**config.mk**
```make
export PLATFORM = sky130hd
export DESIGN_NAME = switch_debouncer
export DESIGN_NICKNAME = d
export VERILOG_FILES = /design/src/rtl/switch_debouncer_pkg.sv /design/src/rtl/switch_debouncer_debounce_bit.sv /design/src/rtl/switch_debouncer.sv
export SDC_FILE = /design/constraint.sdc
export NUM_CORES = 1
export LEC_CHECK = 0
export CAP_MARGIN = 20
export CORE_UTILIZATION = 50
export DETAILED_ROUTE_END_ITERATION = 8
export HOLD_SLACK_MARGIN = 0.02
export PLACE_DENSITY = 0.73
export SLEW_MARGIN = 30
export SYNTH_ARGS = -nofsm -noshare
export SYNTH_HDL_FRONTEND = slang
export SYNTH_SLANG_ARGS = --single-unit
```
**constraint.sdc**
```tcl
create_clock -name clk -period 2.45 [get_ports clk]
set_input_delay 0.6125 -clock clk [delete_from_list [all_inputs] [get_ports clk]]
set_output_delay 0.6125 -clock clk [all_outputs]
set_load 0.005 [all_outputs]
```
**src/rtl/switch_debouncer_pkg.sv**
```systemverilog
// Shared types and default sizing for the switch debouncer.
package switch_debouncer_pkg;

  typedef enum logic [0:0] {
    INIT = 1'b0,
    RUN  = 1'b1
  } state_t;

  localparam int unsigned SW_WIDTH         = 3;
  localparam int unsigned SW_STABLE_CYCLES = 4;

endpackage

```
**src/rtl/switch_debouncer_debounce_bit.sv**
```systemverilog
// One switch bit: 2-flop synchroniser, stability counter, clean level and edge pulses.
module debounce_bit
  import switch_debouncer_pkg::*;
#(
  parameter int unsigned STABLE_CYCLES = SW_STABLE_CYCLES,
  parameter int unsigned CNT_W         = $clog2(STABLE_CYCLES + 1)
) (
  input  logic clk,
  input  logic rst,
  input  logic enable,
  input  logic run,
  input  logic load,
  input  logic sw,
  output logic clean,
  output logic rise,
  output logic fall,
  output logic rise_next,
  output logic fall_next
);

  localparam logic [CNT_W-1:0] CntLast = CNT_W'(STABLE_CYCLES - 1);

  logic             sync1_q, sync2_q;
  logic [CNT_W-1:0] cnt_q, cnt_d;
  logic             clean_q, clean_d;
  logic             rise_q, fall_q;

  always_comb begin
    cnt_d     = cnt_q;
    clean_d   = clean_q;
    rise_next = 1'b0;
    fall_next = 1'b0;
    if (load) begin
      // Initial capture is silent: no pulses.
      clean_d = sync2_q;
    end else if (run) begin
      if (sync2_q == clean_q) begin
        cnt_d = '0;
      end else if (enable) begin
        if (cnt_q == CntLast) begin
          clean_d   = sync2_q;
          cnt_d     = '0;
          rise_next = sync2_q;
          fall_next = ~sync2_q;
        end else begin
          cnt_d = cnt_q + 1'b1;
        end
      end
    end
  end

  always_ff @(posedge clk or negedge rst) begin
    if (!rst) begin
      sync1_q <= 1'b0;
      sync2_q <= 1'b0;
      cnt_q   <= '0;
      clean_q <= 1'b0;
      rise_q  <= 1'b0;
      fall_q  <= 1'b0;
    end else begin
      sync1_q <= sw;
      sync2_q <= sync1_q;
      cnt_q   <= cnt_d;
      clean_q <= clean_d;
      rise_q  <= rise_next;
      fall_q  <= fall_next;
    end
  end

  assign clean = clean_q;
  assign rise  = rise_q;
  assign fall  = fall_q;

endmodule

```
**src/rtl/switch_debouncer.sv**
```systemverilog
// Switch debouncer top: INIT/RUN sequencing, initial-capture counter, per-bit debounce lanes.
module switch_debouncer
  import switch_debouncer_pkg::*;
#(
  parameter int unsigned WIDTH         = SW_WIDTH,
  parameter int unsigned STABLE_CYCLES = SW_STABLE_CYCLES,
  parameter int unsigned CNT_W         = $clog2(STABLE_CYCLES + 1)
) (
  input  logic             clk,
  input  logic             rst,
  input  logic             enable,
  input  logic [WIDTH-1:0] switch,
  output logic [WIDTH-1:0] switch_clean,
  output logic             switch_valid,
  output logic             changed,
  output logic [WIDTH-1:0] rise,
  output logic [WIDTH-1:0] fall
);

  // Must hold STABLE_CYCLES+1, one more than the per-bit counters.
  localparam int unsigned INIT_W = $clog2(STABLE_CYCLES + 2);
  localparam logic [INIT_W-1:0] InitLast = INIT_W'(STABLE_CYCLES + 1);

  state_t            state_q, state_d;
  logic [INIT_W-1:0] init_cnt_q, init_cnt_d;
  logic              valid_q;
  logic              changed_q;
  logic              load;
  logic              run;
  logic [WIDTH-1:0]  rise_next, fall_next;

  always_comb begin
    state_d    = state_q;
    init_cnt_d = init_cnt_q;
    load       = 1'b0;
    unique case (state_q)
      INIT: begin
        if (enable) begin
          if (init_cnt_q == InitLast) begin
            load    = 1'b1;
            state_d = RUN;
          end else begin
            init_cnt_d = init_cnt_q + 1'b1;
          end
        end
      end
      RUN: state_d = RUN;
      default: state_d = INIT;
    endcase
  end

  assign run = (state_q == RUN);

  always_ff @(posedge clk or negedge rst) begin
    if (!rst) begin
      state_q    <= INIT;
      init_cnt_q <= '0;
      valid_q    <= 1'b0;
      changed_q  <= 1'b0;
    end else begin
      state_q    <= state_d;
      init_cnt_q <= init_cnt_d;
      valid_q    <= valid_q | load;
      changed_q  <= |(rise_next | fall_next);
    end
  end

  for (genvar i = 0; i < WIDTH; i++) begin : g_bit
    debounce_bit #(
      .STABLE_CYCLES(STABLE_CYCLES),
      .CNT_W        (CNT_W)
    ) u_bit (
      .clk      (clk),
      .rst      (rst),
      .enable   (enable),
      .run      (run),
      .load     (load),
      .sw       (switch[i]),
      .clean    (switch_clean[i]),
      .rise     (rise[i]),
      .fall     (fall[i]),
      .rise_next(rise_next[i]),
      .fall_next(fall_next[i])
    );
  end

  assign switch_valid = valid_q;
  assign changed      = changed_q;

endmodule

```
* After elaboration in Yosys (flattened, before gate mapping)
Cells that the tools add are included.
Storage, ports and cells: register bits after elaboration 30, output and inout port bits 11, RAM bits 0, latch bits 0, ROM bits 0, memories kept 0, word-level logic and storage cells 118
Operators by class: $mul 0, shift operators 0, div/mod/pow operators 0, reductions and logical operators 16, $add $sub $neg 4, bitwise gates (word level) 8, equal/unequal tests 10, magnitude comparators 0, muxes and demuxes 58
Operator list (count):
- $mux 1 | 48
- $mux 3 | 9
- $reduce_bool 2->1 | 8
- $add 3x1->3 const B | 4
- $reduce_and 3->1 | 4
- $reduce_and 4->1 | 3
- $eq 3x2->1 const B | 3
- $ne 2x2->1 const B | 3
- $not 1->1 | 6
- $eq 1x1->1 | 3
- $eq 3x3->1 const B | 1
- $or 3x3->3 | 1
- $reduce_or 3->1 | 1
- $pmux 1 s2 | 1
- $or 1x1->1 | 1

* Depth between registers and ports, before layout
Gate-level depths: netlist of run 1.
depth after elaboration 8, depth in mapped cells 5, depth with buffers taken out 5

* Cells and area by module
Synthesis of run 1 repeated with hierarchy kept, for this count alone.
Second synthesis, totals: cells, all modules 104, area total of the unflattened synthesis 1308.8 um2
Modules (own cells, without submodules):
- debounce_bit | instances 3, area each 341.6 um2, cells an instance 27
- switch_debouncer | instances 1, area each 284.0 um2, cells an instance 23

* Worst setup path before layout of run 1
Ideal clock, no wire load.
path kind flip-flop to flip-flop, from reg init_cnt_q[1], to reg g_bit[1].u_bit.clean_q, setup slack 1.159 ns, stages on the path, launching flop included 6, library setup time 0.127 ns, required time 2.323 ns, data arrival time 1.163 ns, path through dfrtp_1 inv_1 ha_1 nand4b_1 nand2_1 mux2_1
On the way: longest elaborated chain between the ends 6, elaborated cells on any way between the ends 10, those cells by class eq/ne (2); mux (4); reduce/logical (4)
Ends and longest elaborated chain:
- from (decl) | RTL line switch_debouncer.sv:25 | logic [INIT_W-1:0] init_cnt_q, init_cnt_d;
- from (signal assigned) | RTL line switch_debouncer.sv:62 | init_cnt_q <= init_cnt_d;
- $eq 3x3->1 (*) | RTL line switch_debouncer.sv:39 | if (init_cnt_q == InitLast) begin
- $mux 1 (*) | RTL line switch_debouncer.sv:39
- $mux 1 (*) | RTL line switch_debouncer.sv:38 | if (enable) begin
- $mux 1 (*) | RTL line switch_debouncer.sv:36 | unique case (state_q)
- $ne 2x2->1 (no line) / $reduce_bool 2->1 (equally long branches)
- $reduce_and 4->1 (no line)
- to (signal assigned) | RTL line switch_debouncer_debounce_bit.sv:64 | clean_q <= clean_d;
- to (decl) | RTL line switch_debouncer_debounce_bit.sv:25 | logic clean_q, clean_d;
Every way passes the cells marked *; elsewhere a longest branch is shown, timed or not. A chain may end at the register's enable or synchronous reset.

* Worst setup path in the final report of run 1
from in enable, to reg g_bit[0].u_bit.clean_q
On the way: longest elaborated chain between the ends 4, elaborated cells on any way between the ends 8, those cells by class eq/ne (1); mux (3); reduce/logical (4)
Ends and longest elaborated chain:
- from (decl) | RTL line switch_debouncer.sv:11 | input logic enable,
- $mux 1 | RTL line switch_debouncer.sv:38
- $mux 1 | RTL line switch_debouncer.sv:36
- $ne 2x2->1 (no line) / $reduce_bool 2->1 (equally long branches)
- $reduce_and 4->1 (no line)
- to (signal assigned) | RTL line switch_debouncer_debounce_bit.sv:64
- to (decl) | RTL line switch_debouncer_debounce_bit.sv:25
Several ways; a longest one is shown, not always the timed one.

==> qor.csv, run 1 <==
stage,metric,value,unit
status,outcome,"finished, final reports clean",
route,DR WL/cell,13.78,um
clocking,CTS tree,yes,
floorplan,IO Count,17,
clocking,CTS root buf,clkbuf_4,
yosys,cell count after synthesis,104,
clocking,htree depth,2,
clocking,"Setup Fix Bufs, Post-CTS",0,
placed_design,post-DP HPWL,1448,um
placed_design,placer congestion estimate,0.7179,
sta,setup TNS,0,ns
global_routing,global-route wire length before repair,3484,um
yosys,Yosys warning total,0,
route,antenna-violating nets left,0,
critical_path,crit start category,input port,
sta,post-layout min period,1.969,ns
yosys,syn nets,115,
sta,final worst slack,0.4807,ns
floorplan,Die H,53.89,um
clocking,clock-pin slew on the worst setup and hold paths,0.10,ns
floorplan,Die X,53.89,um
clocking,post-CTS resize count,0,
global_routing,initial antenna violation count,0,
global_routing,vias in the first global route,796,
yosys,"top cells by area, synth","dfrtp_1, buf_4, ha_1",
yosys,Synth area leader,dfrtp_1,
placed_design,Placement Setup Slack,0.1543,ns
power,combinational power share,30.2,%
sta,# setup viols final,0,
power,Clk pwr share,20.7,%
placed_design,port buffer count,16,
sta,relative slew slack,63.69,%
critical_path,r2r worst-path depth,3,
route,WL final,2053,um
floorplan,Initial Util,53.85,%
finish,fin nets,129,
sta,worst hold slack,0.3610,ns
finish,share of cells above drive strength 1,16.81,%
run,max-cap check violation count,0,
floorplan,Core ar.,0.002500,sq mm
clocking,clock sink total,30,
finish,most frequent cells in the layout,"dfrtp_1, clkdlybuf4s50_1, nor3b_1, ha_1, clkbuf_4",
power,Leak Pwr,0.7273,nW
power,internal power,999.3,uW
finish,Area Growth Syn to Fin,14.13,%
route,DR iter-0 viols,9,
sta,unrepaired setup endpoints after global routing,false,
route,DRC,0,
power,P_sw,471.1,uW
yosys,register bit total from synthesis,30,
yosys,register area share after synthesis,55.76,%
finish,"most common cell after layout, fill and taps aside",dfrtp_1,
power,Sw Share,32.04,%
floorplan,row count,18,
sta,Slew Limit Fails,0,
global_routing,grt ovf,0,
clocking,hold-fix buffers at CTS,0,
yosys,area share of the largest cell type after synthesis,55.76,%
critical_path,Crit Path Class,input port to flop,
power,Flop pwr share,49.1,%
yosys,Yosys cell types,32,
power,peak supply drop,0.6266,mV
yosys,Post-Syn Area,0.001346,sq mm
sta,fin crit share,80.38,%
sta,worst slew pin tran,0.5429,ns
finish,Ant. Diodes,0,
worst_hold_path,HP Class,flop to flop,
critical_path,CP Data Arrival Time,2.19,ns
critical_path,crit path max fanout,14,
sta,clk_skew,0.01654,ns
floorplan,Die ar.,0.002904,sq mm
critical_path,Critical Path RT,2.67,ns
route,drt first pass iters,4,
finish,fillers,195,
critical_path,Setup crit end kind,flop,
power,P per Cell Area,957.0,mW/mm^2
yosys,syn_area_per_cell,12.95,sq um
global_routing,largest net degree at the start of global routing,31,
route,Via density,5.396,
sta,Max Fclk,507.8,MHz
global_routing,total track usage,18.43,%
route,total number of vias,804,
sta,final hold vios,0,
clocking,clk_lat worst skew,0.33,ns
clocking,maximum buffer depth of the clock tree,2,
worst_hold_path,worst hold stages,0,
clocking,TritonCTS Buffers,5,
area by class of cell:
type	instances	area [sq um]	area share [%]
clock buffers	6	51.30	3.339
clock inverters	2	12.51	0.8143
inverters	3	11.26	0.7329
multi-input cells	60	498.0	32.41
flip-flops and latches	30	750.7	48.86
well taps	30	37.54	2.443
repair buffers	18	175.2	11.40
routing by layer:
layer | vias to the layer above | global-route usage (%) | wire (um)
met2 | 18 | 26.95 | 995
met4 | 0 | 9.211 | 26
li1 | 387 | - | -
met3 | 4 | 9.322 | 94
met5 | - | 0 | 0
met1 | 395 | 22.16 | 936
flip-flops by register name, indices dropped and copies added (netlist names):
| signal | count |
|---|---|
| g_bit.u_bit.clean | 3 |
| g_bit.u_bit.rise | 3 |
| init_cnt_q | 3 |
| g_bit.u_bit.fall | 3 |
| changed | 1 |
| g_bit.u_bit.sync1_q | 3 |
| run | 1 |
| g_bit.u_bit.cnt_q | 9 |
| g_bit.u_bit.sync2_q | 3 |
| switch_valid | 1 |
stage by stage:
| stage | power (mW) | instance area, sq um | utilization [%] | std cells |
|---|---|---|---|---|
| after floorplan | 1.046 | 1346 | - | 104 |
| after global placement | 1.145 | 1473 | 58.91 | 141 |
| after detailed placement | 1.181 | 1473 | 58.91 | 141 |
| after CTS | 1.491 | 1536 | 61.46 | 149 |
| after global routing | 1.586 | 1536 | 61.46 | 149 |
| final | 1.470 | 1536 | 61.46 | 149 |
synthesized netlist by cell type (all sizes together):
| cell type | instances |
|---|---|
| mux2i | 1 |
| nand2 | 6 |
| o31a | 1 |
| o21ai | 4 |
| a22o | 4 |
| a31oi | 1 |
| buf | 11 |
| inv | 3 |
| nand4b | 4 |
| and2b | 1 |
| ha | 5 |
| nor3 | 1 |
| dfrtp | 30 |
| nor2b | 3 |
| a21o | 3 |
| o22a | 1 |
| a21boi | 2 |
| nor2 | 2 |
| a31o | 1 |
| xnor2 | 4 |
| a21oi | 3 |
| nand2b | 2 |
| mux2 | 4 |
| nor3b | 6 |
| o22ai | 1 |
power groups by stage:
| stage | clock [mW] | sequential, mW | combinational [mW] |
|---|---|---|---|
| 5_1_grt | 0.346 | 0.741 | 0.499 |
| 6_report | 0.304 | 0.722 | 0.444 |
| 4_1_cts | 0.317 | 0.723 | 0.451 |
| 3_5_place_dp | 0 | 0.732 | 0.449 |
| 3_3_place_gp | 0 | 0.720 | 0.425 |
| 2_1_floorplan | 0 | 0.696 | 0.350 |
critical path, cell delays in order:
cell,delay (ns)
clkdlybuf4s50_1,0.81
nand4b_1,0.30
nand2_1,0.15
mux2_1,0.32
kinds of logic after synthesis:
family	synth area share, %
flip-flops	55.76
AND/OR/NAND/NOR	13.20
AO/OA/AOI/OAI	11.34
buffers and inverters	7.249
multiplexers	4.089
adder cells (fa/ha/maj)	4.647
XOR/XNOR	3.718
worst paths after layout:
kind | to | slack [ns] | start
max in group asynchronous | g_bit[1].u_bit.cnt_q[1]$_DFFE_PN0P_ | 1.52 | rst
setup / recovery | g_bit[0].u_bit.clean$_DFFE_PN0P_ | 0.48 | enable
hold / removal | g_bit[2].u_bit.sync2_q$_DFF_PN0_ | 0.36 | g_bit[2].u_bit.sync1_q$_DFF_PN0_
hold reg to reg | g_bit[2].u_bit.sync2_q$_DFF_PN0_ | 0.36 | g_bit[2].u_bit.sync1_q$_DFF_PN0_
setup reg to reg | g_bit[0].u_bit.clean$_DFFE_PN0P_ | 0.95 | run$_DFF_PN0_
min in group asynchronous | g_bit[1].u_bit.clean$_DFFE_PN0P_ | 0.65 | rst
(Power assumes the default switching activity.)
==> run 2, diff against run 1 <==
CORE_UTILIZATION = 48   (was 50)
clock period = 1.8 ns   (was 2.45 ns; I/O delays follow)
==> run 2 against run 1 <==
Against the previous run: global-route usage shrank 1.3 points; largest cell class unchanged; critical path depth shrank 3; largest power group unchanged; cell count grew 4.7%.
==> qor.csv, run 2 (synthesized netlist as in run 1, its figures left out) <==
stage,metric,value,unit,change
placed_design,placer congestion estimate,0.7650,,+6.6%
route,DRC,0,,unchanged
critical_path,crit start category,flop,,
power,combinational power share,30.4,%,+0.2 points
placed_design,port buffer count,16,,unchanged
sta,Max Fclk,589.2,MHz,
clocking,CTS tree,yes,,
critical_path,crit path max fanout,5,,-9
critical_path,CP Data Arrival Time,1.25,ns,-0.94 ns
critical_path,Crit Path Class,flop to output port,,
finish,Layout Cells excl Fill,156,,+4.7%
placed_design,post-DP HPWL,1488,um,+2.8%
power,internal power,1.459,mW,+46%
power,peak supply drop,0.7601,mV,+21%
worst_hold_path,HP Class,flop to flop,,
floorplan,Die ar.,0.003021,sq mm,+4.0%
critical_path,Setup crit end kind,output port,,
sta,# setup viols final,0,,unchanged
power,P per Cell Area,1289,mW/mm^2,+35%
sta,clk_skew,0.008532,ns,-0.008007 ns
floorplan,row count,18,,unchanged
route,Via density,5.237,,-2.9%
route,DR WL/cell,12.78,um,-7.3%
finish,max FFs per register,9,,unchanged
global_routing,total track usage,17.18,%,-1.3 points
finish,"most common cell after layout, fill and taps aside",dfrtp_1,,
power,Leak Pwr,0.7663,nW,+5.4%
sta,fin crit share,94.30,%,
finish,fin nets,136,,+5.4%
power,Sw Share,29.56,%,-2.5 points
global_routing,largest net degree at the start of global routing,31,,unchanged
finish,share of cells above drive strength 1,23.02,%,+6.2 points
clocking,clk_lat worst skew,0.32,ns,about the same
power,P_sw,612.2,uW,+30%
floorplan,Die X,54.96,um,+2.0%
route,drt first pass iters,3,,-1
critical_path,critical path's slowest cell,clkdlybuf4s50_1,,
finish,"Core Util, Final",62.57,%,+1.1 points
clocking,TritonCTS Buffers,5,,unchanged
global_routing,initial antenna violation count,0,,unchanged
critical_path,Critical Path RT,1.35,ns,-1.32 ns
power,Flop pwr share,46.6,%,-2.5 points
route,DR iter-0 viols,10,,+1
sta,final hold vios,0,,unchanged
sta,unrepaired setup endpoints after global routing,false,,
sta,Slew Limit Fails,0,,unchanged
clocking,hold-fix buffers at CTS,0,,unchanged
sta,relative slew slack,75.28,%,+12 points
power,overall power,2.071,mW,+41%
critical_path,crit-path max cell delay,0.51,ns,-0.30 ns
run,max-cap check violation count,0,,unchanged
clocking,clock sink total,30,,unchanged
finish,most frequent cells in the layout,"dfrtp_1, clkdlybuf4s50_1, buf_4, nor3b_1",,
route,total number of vias,817,,+1.6%
clocking,maximum buffer depth of the clock tree,2,,unchanged
placed_design,Placed Area,0.001525,sq mm,+3.6%
critical_path,"Cell Chain, Critical Path",clkdlybuf4s50_1,,
global_routing,global-route wire length before repair,3401,um,-2.4%
finish,Area Growth Syn to Fin,19.33,%,
placed_design,Inst Count DP,148,,+5.0%
floorplan,Core ar.,0.002567,sq mm,+2.7%
global_routing,vias in the first global route,782,,-1.8%
power,Clk pwr share,23.0,%,+2.3 points
clocking,CTS root buf,clkbuf_4,,
finish,final instance area,0.001607,sq mm,+4.6%
sta,worst hold slack,0.3521,ns,-0.008928 ns
floorplan,Initial Util,52.44,%,-1.4 points
status,outcome,"finished, final reports clean",,
global_routing,grt ovf,0,,unchanged
sta,post-layout min period,1.697,ns,
route,WL final,1993,um,-2.9%
critical_path,Worst Path Buf+Inv,1,,unchanged
route,antenna-violating nets left,0,,unchanged
clocking,clock-pin slew on the worst setup and hold paths,0.09,ns,about the same
finish,Biggest register,g_bit.u_bit.cnt_q,,
floorplan,Die H,54.96,um,+2.0%
finish,Ant. Diodes,0,,unchanged
critical_path,"delay-heaviest family, CP",buffers and inverters,,
floorplan,IO Count,17,,unchanged
clocking,post-CTS resize count,0,,unchanged
clocking,"Setup Fix Bufs, Post-CTS",0,,unchanged
clocking,htree depth,2,,unchanged
sta,worst slew pin tran,0.3708,ns,-0.1721 ns
[run 2: changes by cell type in the layout (fill, tap and decap cells not counted)]
cell and delta:
clkbuf_8 +2, clkinvlp_4 -1, clkinv_2 -1, buf_4 +7, dfrtp_1 -2, dfrtp_2 +2
[run 2: per-layer routing]
| layer | global-route usage [%] | wire, um |
|---|---|---|
| met4 | 6.667 | 14 |
| met2 | 26.10 | 1017 |
| met1 | 19.82 | 896 |
| met3 | 10.11 | 64 |
| met5 | 0 | 0 |
[run 2: power groups by stage]
stage / Sequential [mW] / Combinational (mW) / Clock [mW]
floorplan: 0.947 / 0.477 / 0
global placement: 0.967 / 0.605 / 0
detailed placement: 0.978 / 0.635 / 0
CTS: 0.966 / 0.639 / 0.495
global route: 0.995 / 0.727 / 0.542
finish: 0.966 / 0.629 / 0.476
[run 2: area by class of cell]
class                   count  area (sq um)
fillers                   211         960.9
multi-input cells          60         498.0
well taps                  30         37.54
repair buffers             25         227.7
inverters                   3         11.26
clock buffers               8         78.83
flip-flops and latches     30         753.2
[run 2: per-stage QoR]
stage	setup TNS [ns]	setup slack [ns]
floorplan	0	0.5092
global placement	0	0.01183
detailed placement	-0.005697	-0.005697
CTS	0	0.02190
global route	0	0.008964
finish	0	0.1026
[run 2: path summary, 6_finish.rpt]
check / from / endpoint / slack [ns] / depth (start not counted)
min reg2reg: g_bit[0].u_bit.sync1_q$_DFF_PN0_ / g_bit[0].u_bit.sync2_q$_DFF_PN0_ / 0.35 / 0
min: g_bit[0].u_bit.sync1_q$_DFF_PN0_ / g_bit[0].u_bit.sync2_q$_DFF_PN0_ / 0.35 / 0
max reg2reg: init_cnt_q[1]$_DFFE_PN0P_ / g_bit[0].u_bit.clean$_DFFE_PN0P_ / 0.27 / 5
min in group asynchronous: rst / g_bit[1].u_bit.clean$_DFFE_PN0P_ / 0.50 / 2
max: g_bit[1].u_bit.clean$_DFFE_PN0P_ / switch_clean[1] / 0.10 / 1
max in group asynchronous: rst / g_bit[2].u_bit.clean$_DFFE_PN0P_ / 0.99 / 2
